$ cat src/rtl/alu_issue.sv
// alu_issue: RV32I decode/issue stage feeding the ALU.
// Decodes an incoming instruction and samples register-file data, then buffers
// the decoded entry in a two-deep elastic buffer (main + skid) so execute-side
// back-pressure never drops or reorders instructions.

`ifndef ALU_ISSUE_DEFS
`define ALU_ISSUE_DEFS
`define WORD_WIDTH    32
`define ALU_CTL_WIDTH 4
`define ALU_ADD   4'd0
`define ALU_SUB   4'd1
`define ALU_SLL   4'd2
`define ALU_SLT   4'd3
`define ALU_SLTU  4'd4
`define ALU_XOR   4'd5
`define ALU_SRL   4'd6
`define ALU_SRA   4'd7
`define ALU_OR    4'd8
`define ALU_AND   4'd9
`define ALU_AUIPC 4'd10
`define ALU_SEQ   4'd11
`define ALU_SNE   4'd12
`define ALU_SGE   4'd13
`define ALU_SGEU  4'd14
`endif

module alu_issue (
    input  logic                      clk,
    input  logic                      rst_n,
    input  logic                      flush,
    input  logic                      in_valid,
    output logic                      in_ready,
    input  logic [31:0]               in_instr,
    input  logic [31:0]               in_pc,
    output logic [4:0]                rs1_addr,
    output logic [4:0]                rs2_addr,
    input  logic [31:0]               rs1_data,
    input  logic [31:0]               rs2_data,
    output logic                      out_valid,
    input  logic                      out_ready,
    output logic [`WORD_WIDTH-1:0]    out_a,
    output logic [`WORD_WIDTH-1:0]    out_b,
    output logic [`ALU_CTL_WIDTH-1:0] out_ctl,
    output logic [4:0]                out_rd,
    output logic                      out_we,
    output logic                      out_is_branch,
    output logic [`WORD_WIDTH-1:0]    out_br_target,
    output logic                      out_illegal
);

    localparam int W = `WORD_WIDTH;

    localparam logic [6:0] OPC_OP     = 7'b0110011;
    localparam logic [6:0] OPC_OP_IMM = 7'b0010011;
    localparam logic [6:0] OPC_LUI    = 7'b0110111;
    localparam logic [6:0] OPC_AUIPC  = 7'b0010111;
    localparam logic [6:0] OPC_BRANCH = 7'b1100011;

    typedef struct packed {
        logic [W-1:0]              a;
        logic [W-1:0]              b;
        logic [`ALU_CTL_WIDTH-1:0] ctl;
        logic [4:0]                rd;
        logic                      we;
        logic                      is_branch;
        logic [W-1:0]              br_target;
        logic                      illegal;
    } entry_t;

    localparam entry_t RESET_ENTRY = '{
        a: '0, b: '0, ctl: `ALU_ADD, rd: 5'd0, we: 1'b0,
        is_branch: 1'b0, br_target: '0, illegal: 1'b0
    };

    // Shared funct3 -> ALU op mapping for OP and OP-IMM; alt selects SUB/SRA.
    function automatic logic [`ALU_CTL_WIDTH-1:0] arith_op(input logic [2:0] f3,
                                                            input logic alt);
        case (f3)
            3'b000:  arith_op = alt ? `ALU_SUB : `ALU_ADD;
            3'b001:  arith_op = `ALU_SLL;
            3'b010:  arith_op = `ALU_SLT;
            3'b011:  arith_op = `ALU_SLTU;
            3'b100:  arith_op = `ALU_XOR;
            3'b101:  arith_op = alt ? `ALU_SRA : `ALU_SRL;
            3'b110:  arith_op = `ALU_OR;
            default: arith_op = `ALU_AND;
        endcase
    endfunction

    entry_t main_q, skid_q, dec;
    logic   main_valid, skid_valid;
    logic   accept, fire;

    logic [6:0]          opcode;
    logic [2:0]          funct3;
    logic [6:0]          funct7;
    logic signed [W-1:0] imm_i;
    logic signed [W-1:0] imm_b;
    logic                legal;

    assign rs1_addr = in_instr[19:15];
    assign rs2_addr = in_instr[24:20];
    assign opcode   = in_instr[6:0];
    assign funct3   = in_instr[14:12];
    assign funct7   = in_instr[31:25];
    assign imm_i    = W'(signed'(in_instr[31:20]));
    assign imm_b    = W'(signed'({in_instr[31], in_instr[7], in_instr[30:25],
                                  in_instr[11:8], 1'b0}));

    assign in_ready = !skid_valid;
    assign accept   = in_valid && in_ready;
    assign fire     = main_valid && out_ready;

    // Decode the offered instruction into a complete issue entry.
    always_comb begin
        dec           = RESET_ENTRY;
        legal         = 1'b0;
        dec.br_target = in_pc + $unsigned(imm_b);
        case (opcode)
            OPC_OP: begin
                dec.a   = rs1_data;
                dec.b   = rs2_data;
                dec.we  = 1'b1;
                dec.ctl = arith_op(funct3, funct7[5]);
                legal   = (funct7 == 7'b0000000) ||
                          (funct7 == 7'b0100000 && (funct3 == 3'b000 || funct3 == 3'b101));
            end
            OPC_OP_IMM: begin
                dec.a   = rs1_data;
                dec.b   = $unsigned(imm_i);
                dec.we  = 1'b1;
                dec.ctl = arith_op(funct3, (funct3 == 3'b101) && funct7[5]);
                if (funct3 == 3'b001)
                    legal = (funct7 == 7'b0000000);
                else if (funct3 == 3'b101)
                    legal = (funct7 == 7'b0000000) || (funct7 == 7'b0100000);
                else
                    legal = 1'b1;
            end
            OPC_LUI: begin
                dec.b  = {in_instr[31:12], 12'b0};
                dec.we = 1'b1;
                legal  = 1'b1;
            end
            OPC_AUIPC: begin
                dec.ctl = `ALU_AUIPC;
                dec.a   = in_pc;
                dec.b   = {12'b0, in_instr[31:12]};
                dec.we  = 1'b1;
                legal   = 1'b1;
            end
            OPC_BRANCH: begin
                dec.a         = rs1_data;
                dec.b         = rs2_data;
                dec.is_branch = 1'b1;
                legal         = 1'b1;
                case (funct3)
                    3'b000:  dec.ctl = `ALU_SEQ;
                    3'b001:  dec.ctl = `ALU_SNE;
                    3'b100:  dec.ctl = `ALU_SLT;
                    3'b101:  dec.ctl = `ALU_SGE;
                    3'b110:  dec.ctl = `ALU_SLTU;
                    3'b111:  dec.ctl = `ALU_SGEU;
                    default: legal   = 1'b0;
                endcase
            end
            default: legal = 1'b0;
        endcase

        if (legal) begin
            dec.rd = in_instr[11:7];
            dec.we = dec.we && (in_instr[11:7] != 5'd0);
        end else begin
            // Illegal encodings still flow downstream, but as inert no-ops.
            dec.a         = '0;
            dec.b         = '0;
            dec.ctl       = `ALU_ADD;
            dec.rd        = 5'd0;
            dec.we        = 1'b0;
            dec.is_branch = 1'b0;
            dec.illegal   = 1'b1;
        end
    end

    // Main/skid elastic buffer; skid drains into main first to keep program order.
    always_ff @(posedge clk or negedge rst_n) begin
        if (!rst_n) begin
            main_valid <= 1'b0;
            skid_valid <= 1'b0;
            main_q     <= RESET_ENTRY;
            skid_q     <= RESET_ENTRY;
        end else if (flush) begin
            main_valid <= 1'b0;
            skid_valid <= 1'b0;
        end else if (!main_valid || fire) begin
            if (skid_valid) begin
                main_q     <= skid_q;
                main_valid <= 1'b1;
                skid_valid <= accept;
                if (accept)
                    skid_q <= dec;
            end else begin
                main_valid <= accept;
                skid_valid <= 1'b0;
                if (accept)
                    main_q <= dec;
            end
        end else if (accept) begin
            skid_q     <= dec;
            skid_valid <= 1'b1;
        end
    end

    assign out_valid     = main_valid;
    assign out_a         = main_q.a;
    assign out_b         = main_q.b;
    assign out_ctl       = main_q.ctl;
    assign out_rd        = main_q.rd;
    assign out_we        = main_q.we;
    assign out_is_branch = main_q.is_branch;
    assign out_br_target = main_q.br_target;
    assign out_illegal   = main_q.illegal;

endmodule

$ cat config.mk
export PLATFORM = sky130hd
export DESIGN_NAME = alu_issue
export DESIGN_NICKNAME = d
export VERILOG_FILES = /design/src/rtl/alu_issue.sv
export SDC_FILE = /design/constraint.sdc
export NUM_CORES = 1
export LEC_CHECK = 0
export BUFFER_PORTS_ARGS = -buffer_cell sky130_fd_sc_hd__buf_4
export CAP_MARGIN = 20
export CORE_ASPECT_RATIO = 1.25
export CORE_UTILIZATION = 60
export CTS_CLUSTER_DIAMETER = 200
export DETAILED_ROUTE_END_ITERATION = 8
export PLACE_DENSITY_LB_ADDON = 0.2
export RECOVER_POWER = 100
export REMOVE_ABC_BUFFERS = 1
export SYNTH_ARGS = -nofsm -noshare
export SYNTH_HDL_FRONTEND = slang
export SYNTH_SLANG_ARGS = --single-unit
$ cat constraint.sdc
create_clock -name clk -period 3.3 [get_ports clk]
set_input_delay 0.165 -clock clk [delete_from_list [all_inputs] [get_ports clk]]
set_output_delay 0.165 -clock clk [all_outputs]
set_load 0.03 [all_outputs]
==> out/qor.txt, run 1 <==
Initial DRT Pass Iterations = 7
status = finished, violations left
CP max stage cell = o21ai_2
routed wire length = 35160 µm
multiplexer share of the synthesized area = 3.399%
Sw Share = 29.62%
Post-Synth Simple-Gate Area = 15.43%
Syn. warnings = 0
row cnt = 57
CP dominant cell by count = clkbuf_1
Die Width = 128.5 µm
predominant post-synthesis flop cell = dfrtp_1
total number of vias = 11260
GRT Util Overall = 34.53%
DR vias/cell = 6.094
Core Box Area = 0.01954 mm²
PortBufs = 252
H-tree levels = 1
CP Cell Sequence = clkbuf_1 -> and2b_1 -> o31ai_1 -> a311oi_1 -> o21ai_2 -> clkbuf_1 -> nand2_1 -> nor2_1 -> a21oi_1 -> o21ai_0
synth top area cells = dfrtp_1, nand2_1, o21ai_0, a21oi_1, ha_1
max cap viols = 1
hold-critical path depth = 3
syn avg cell area = 8.670 µm²
Pwr Density = 480.4 mW/mm²
max-slew violations = 69
mapped cell area = 0.01200 mm²
Root Buffer = clkbuf_16
Post-Synth XOR/XNOR Area = 2.190%
async set or reset register ratio after synthesis = 100.0%
CP top delay family = compound AO/OA/AOI/OAI gates
worst-case clock buffer depth = 3
RSZ-0062 raised after global routing = false
violated checks = capacitance limit, slew limit
Synth Area in Adders = 3.295%
Syn Inst Count = 1384
Hold Path Class = input pin to flip-flop
WL/cell = 19.02 µm
Final GP Congestion = 0.8938
internal power = 0.004801 W
Sink Count = 218
number of synthesized register bits = 218
Reg2Reg Depth = 4
Worst-Margin Slew = 1696 ps
vias in the first global route = 11130
Detail Route Antenna Nets = 0
leak pwr = 6.357 nW
DRT iter0 DRCs = 971
first-pass GRT wire length = 56460 µm
layout overhead on the synthesized area = 18.33%
HPWL after DPL = 23930 µm
DP Worst Slack = 604.4 ps
DRC viols = 0
WP data arrival = 3350 ps
WP data required = 3710 ps
power share of the sequential group = 44.6%
EDFF count, synth = 0
register area share after synthesis = 45.46%
starting density of the core = 61.40%
max incr delay on CP = 1040 ps
layout cells sized above 1 = 13.71%
final period utilization = 89.36%
ANT cells = 0
Die H = 160.1 µm
cell taking the most area after synthesis = dfrtp_1
Max Fanout on Critical Path = 23
Worst-path clk slew = 60 ps
WHS = 48.88 ps
final-stage net count = 1733
initial antenna violation count = 0
post-synth top area share = 45.46%
max_slew headroom = -13.05%
Critical Path Start Type = input pin
VDD IR max = 535.1 µV
final number of setup-violating endpoints = 0
Final Hold Fails = 0
critical path class = input pin to flip-flop
Clock power frac = 35.8%
count of different cell masters after synthesis = 73
Synth Area in Compound Gates = 25.74%
largest net degree at the start of global routing = 119
Max Clk Rate = 339.1 MHz
Inserted Clock Buffers = 22
I/O pin total = 253
clock latency on the worst-skew pair = 490 ps
Tmin final = 2949 ps
Post-Route Skew = 8.462 ps
Switch Pwr = 0.002020 W
CTS tree = done
Remaining Overflow, GRT = 0
Worst Path Buf+Inv = 2
largest family of logic cells by synthesized area = compound AO/OA/AOI/OAI gates
die area = 0.02057 mm²
CP Capture Type = flip-flop
Comb pwr share = 19.6%
Crit path depth = 10
Final WS setup = 351.3 ps
## stage by stage
stage | cell area, µm² | instances | utilization (%) | power [W] | TNS [ps]
after floorplan | 11480 | 1263 | - | 0.003856 | -697230
after global placement | 13950 | 1800 | 71.39 | 0.004482 | 0
after detailed placement | 13950 | 1800 | 71.39 | 0.004519 | 0
after CTS | 14760 | 1848 | 75.53 | 0.006960 | 0
after global routing | 14200 | 1848 | 72.66 | 0.007101 | 0
final | 14200 | 1848 | 72.66 | 0.006821 | 0
## routing by layer
layer / vias to the layer above / share of wire [%] / GRT usage (%)
li1: 5303 / - / -
met1: 5369 / 38 / 42.45
met2: 487 / 51 / 60.86
met3: 103 / 6.9 / 4.322
met4: 0 / 3.8 / 14.06
met5: - / 0 / 0
## power groups by stage
stage | sequential, W | clock, W | combinational [W]
after floorplan | 0.00327 | 0 | 0.000588
after detailed placement | 0.00308 | 0 | 0.00143
after global routing | 0.00307 | 0.00259 | 0.00145
after global placement | 0.00307 | 0 | 0.00141
after CTS | 0.00304 | 0.00247 | 0.00145
final | 0.00304 | 0.00244 | 0.00134
## layout make-up
| cell class | count | area (µm²) |
|---|---|---|
| multi-input combinational | 1039 | 6001 |
| sequential | 218 | 5459 |
| fill | 1667 | 5343 |
| timing repair buffer | 282 | 1677 |
| clock buffer | 36 | 694.4 |
| tap | 265 | 331.6 |
| inverter | 6 | 22.52 |
| clock inverter | 2 | 13.76 |
## cells by family (layout without fill, tap and decap cells)
logic type | count (synthesis) | count (layout)
compound gates | 498 | 498
xor+xnor | 30 | 30
fa+ha+maj | 31 | 31
buf+inv | 127 | 326
flops | 218 | 218
mux | 38 | 38
simple gates | 442 | 442
## path summary, 6_finish.rpt
path,startpoint,to,slack [ps]
setup reg to reg,skid_valid,skid_q[9],410
hold / removal,in_pc[1],skid_q[2],50
hold reg to reg,out_b[6],out_b[6],470
max in group asynchronous,rst_n,out_b[18],790
min in group asynchronous,rst_n,out_b[6],260
setup / recovery,in_instr[14],out_b[3],350
## timing repair
action / 4_1_cts / 5_1_grt
setup buffers: 0 / 0
hold buffers: 10 / 0
endpoints found under the hold margin: 106 / 0
resized for setup: 0 / 0
## worst min-delay path, cell delays in order
cell	delay, ps
buf_4	80
ha_1	130
mux2_2	140
## cell usage after synthesis, types with 2 or more instances
library cell,instances
o211ai_1,4
a311oi_1,40
o311ai_0,2
a221o_1,3
ha_1,30
a31oi_1,6
nor2_1,80
o21a_1,10
o2bb2ai_1,11
xnor2_1,15
buf_4,10
clkbuf_1,89
nand4_1,8
and4_1,3
a21o_1,27
a21oi_1,137
o31ai_1,6
and3_1,18
nand3_1,12
a211oi_1,2
mux2i_1,16
and2b_1,2
nor2b_1,3
a22o_1,32
inv_1,6
and2_1,2
o21bai_1,2
nor4_1,2
nor3_1,7
o2111ai_1,2
buf_1,3
or2_2,3
a2111oi_0,2
nand2_1,286
buf_2,18
o21ai_0,177
nand2b_1,3
dfrtp_1,218
or3_1,3
o21ai_1,15
a221oi_1,2
mux2_2,22
xor2_1,15
## state kept, by name, summed over array words and instances (netlist names), 4 cells and up
register,count
skid_q,108
out_a,32
out_b,32
out_ctl,4
out_rd,5
out_br_target,32
## layout by cell type, fill, tap and decap left out, drive strengths merged, types with 7 or more instances in the layout
| cell | count |
|---|---|
| buf | 142 |
| xnor2 | 15 |
| nand2 | 287 |
| xor2 | 15 |
| nor2 | 81 |
| ha | 30 |
| nor3 | 7 |
| nand4 | 9 |
| clkbuf | 166 |
| a22o | 32 |
| a311oi | 40 |
| mux2 | 22 |
| a31oi | 7 |
| dlygate4sd3 | 10 |
| dfrtp | 218 |
| a21o | 27 |
| o2bb2ai | 11 |
| a21oi | 137 |
| nand3 | 12 |
| o21ai | 193 |
| mux2i | 16 |
| o21a | 10 |
| and3 | 19 |
(Power assumes the default switching activity.)
==> run 2, diff against run 1 <==
--- a/config.mk
+++ b/config.mk
@@ -5,6 +5,7 @@
 export SDC_FILE = /design/constraint.sdc
 export NUM_CORES = 1
 export LEC_CHECK = 0
+export ABC_AREA = 1
 export BUFFER_PORTS_ARGS = -buffer_cell sky130_fd_sc_hd__buf_4
 export CAP_MARGIN = 20
 export CORE_ASPECT_RATIO = 1.25
==> out/qor.txt, run 2 <==
status = finished, violations left
violated checks = slew limit
Max Fanout on Critical Path = 41 (+78%)
Worst-Margin Slew = 1505 ps (-190.4 ps)
max_slew headroom = -0.3591% (+13 points)
H-tree levels = 1 (unchanged)
Post CTS Setup Buffer Count = 0 (unchanged)
final-stage net count = 2260 (+30%)
Syn. warnings = 0 (unchanged)
row cnt = 59 (+3.5%)
fillers = 1804 (+8.2%)
commonest cells after routing, fill and taps aside = nand2_1, dfrtp_1, o21ai_0
EDFF count, synth = 0 (unchanged)
ANT cells = 0 (unchanged)
Worst-path clk slew = 60 ps (about the same)
CP Cell Sequence = nor2_1 -> nor2_1 -> nand2_4 -> inv_2 -> clkbuf_1 -> o21ai_0 -> o21ai_0
initial antenna violation count = 0 (unchanged)
hold buffer count at cts = 15 (+5)
DRT iter0 DRCs = 1263 (+30%)
Pwr Density = 476.8 mW/mm² (-0.76%)
cell taking the most area after synthesis = dfrtp_1
Largest Register = skid_q
CP max stage cell = dfrtp_2
Detail Route Antenna Nets = 0 (unchanged)
WP data arrival = 3150 ps (-200 ps)
first-pass GRT wire length = 64870 µm (+15%)
final number of setup-violating endpoints = 0 (unchanged)
placed cell areas = 0.01487 mm² (+6.6%)
WP data required = 3720 ps (about the same)
Register Area = 0.005456 mm² (about the same)
worst-case clock buffer depth = 3 (unchanged)
HPWL after DPL = 26910 µm (+12%)
layout overhead on the synthesized area = 18.03%
predominant post-synthesis flop cell = dfrtp_1
die area = 0.02211 mm² (+7.5%)
DR vias/cell = 5.647 (-7.3%)
Fin Setup TNS = 0 ps (unchanged)
PortBufs = 252 (unchanged)
CTS tree = done
starting density of the core = 61.57% (+0.16 points)
GRT Util Overall = 36.43% (+1.9 points)
number of flip-flops in the largest register = 108 (unchanged)
Initial DRT Pass Iterations = 6 (-1)
number of synthesized register bits = 218 (unchanged)
Sink Count = 218 (unchanged)
Critical Path Start Type = flip-flop
count of different cell masters after synthesis = 33 (-55%)
Syn Inst Count = 1893 (+37%)
placed insts = 2330 (+29%)
largest net degree at the start of global routing = 151 (+27%)
critical path class = flip-flop to flip-flop
register area share after synthesis = 42.26% (-3.2 points)
Final Hold Fails = 0 (unchanged)
Core Box Area = 0.02097 mm² (+7.3%)
routed wire length = 40290 µm (+15%)
synth top area cells = dfrtp_1, nand2_1, o21ai_0, nand3_1, inv_1
post-route cell area = 0.01523 mm² (+7.3%)
total number of vias = 13470 (+20%)
non-filler cells in the finished layout = 2385 (+29%)
cell with the most instances after synthesis = nand2_1
commonest non-fill, non-tap cell in the layout = nand2_1
post-synth top area share = 42.26% (-3.2 points)
Post-synth top cells = nand2_1, dfrtp_1, inv_1
Inserted Clock Buffers = 23 (+4.5%)
WL/cell = 16.89 µm (-11%)
WHS = 4.656 ps (-44.22 ps)
Hold Path Class = input pin to flip-flop
CP Capture Type = flip-flop
Die Width = 133.2 µm (+3.7%)
Tmin final = 2729 ps (-219.3 ps)
I/O pin total = 253 (unchanged)
max incr delay on CP = 660 ps (-380 ps)
final period utilization = 82.71% (-6.6 points)
RSZ-0062 raised after global routing = false
Remaining Overflow, GRT = 0 (unchanged)
Root Buffer = clkbuf_16
leak pwr = 8.213 nW (+29%)
Post-CTS Resized = 0 (unchanged)
async set or reset register ratio after synthesis = 100.0% (unchanged)
DRC viols = 0 (unchanged)
syn avg cell area = 6.818 µm² (-21%)
layout cells sized above 1 = 9.000% (-4.7 points)
vias in the first global route = 12800 (+15%)
max-slew violations = 60 (-13%)
mapped cell area = 0.01291 mm² (+7.6%)
clock latency on the worst-skew pair = 520 ps (+30 ps)
VDD IR max = 456.7 µV (-15%)
max cap viols = 0 (-1)
Max Clk Rate = 366.4 MHz (+8.0%)
Final GP Congestion = 0.9478 (+6.0%)
Die H = 166.0 µm (+3.7%)
Post-Route Skew = 14.41 ps (+5.945 ps)
area of the multi-input gates = 0.006384 mm² (+6.4%)
==> run 2: logic make-up (layout without fill, tap and decap cells) <==
kind of cell,Yosys count,after routing,synth area share (%)
flops,218,218,42.26
compound gates,305,305,12.26
fa+ha+maj,31,31,3.063
buf+inv,255,473,8.463
xor+xnor,16,16,1.086
simple gates,1068,1068,32.86
==> run 2: final timing paths <==
check / slack (ps) / startpoint / to / cells past startpoint
min reg2reg: 470 / skid_q[88] / skid_q[88] / 2
max reg2reg: 570 / skid_valid / out_a[20] / 7
min: 5 / in_instr[3] / skid_q[34] / 4
max in group asynchronous: 1130 / rst_n / out_a[7] / 3
min in group asynchronous: 280 / rst_n / out_ctl[3] / 2
max: 570 / skid_valid / out_a[20] / 7
==> run 2: cell type report <==
cell class	count	area share, %
Sequential cell	218	35.82
Multi-Input combinational cell	1420	41.90
Inverter	146	3.614
Clock inverter	6	0.5749
Clock buffer	34	4.246
Timing Repair Buffer	287	11.60
Tap cell	274	2.250
==> run 2: critical path, delay by kind of cell, from the launching register on <==
kind / cells / cell delay, ps
buffers and inverters: 2 / 1150
DFF: 1 / 660
AOI/OAI and AO/OA: 2 / 430
and+or+nand+nor: 3 / 410
==> run 2: routing by layer <==
metal / GRT usage (%) / wire length, µm / share of wire, % / vias up
li1: - / - / - / 6415
met1: 46.77 / 15500 / 38 / 6234
met2: 62.01 / 19800 / 49 / 709
met3: 4.670 / 3507 / 8.7 / 109
met4: 15.27 / 1488 / 3.7 / 0
met5: 0 / 0 / 0 / -
==> run 2: metrics by stage <==
| stage | utilization [%] | power, W | setup WS (ps) |
|---|---|---|---|
| finish | 72.67 | 0.007264 | 570.6 |
| global route | 72.67 | 0.007583 | 442.6 |
| CTS | 75.15 | 0.007419 | 978.5 |
| detailed placement | 70.93 | 0.004824 | 1062 |
| global placement | 70.93 | 0.004785 | 1078 |
| floorplan | - | 0.004091 | -5529 |
==> run 2: report_power, final <==
group	switching, W	internal (W)	total, W
Combinational	0.00110	0.000488	0.00159
Clock	0.00107	0.00151	0.00259
Sequential	0.000145	0.00294	0.00308
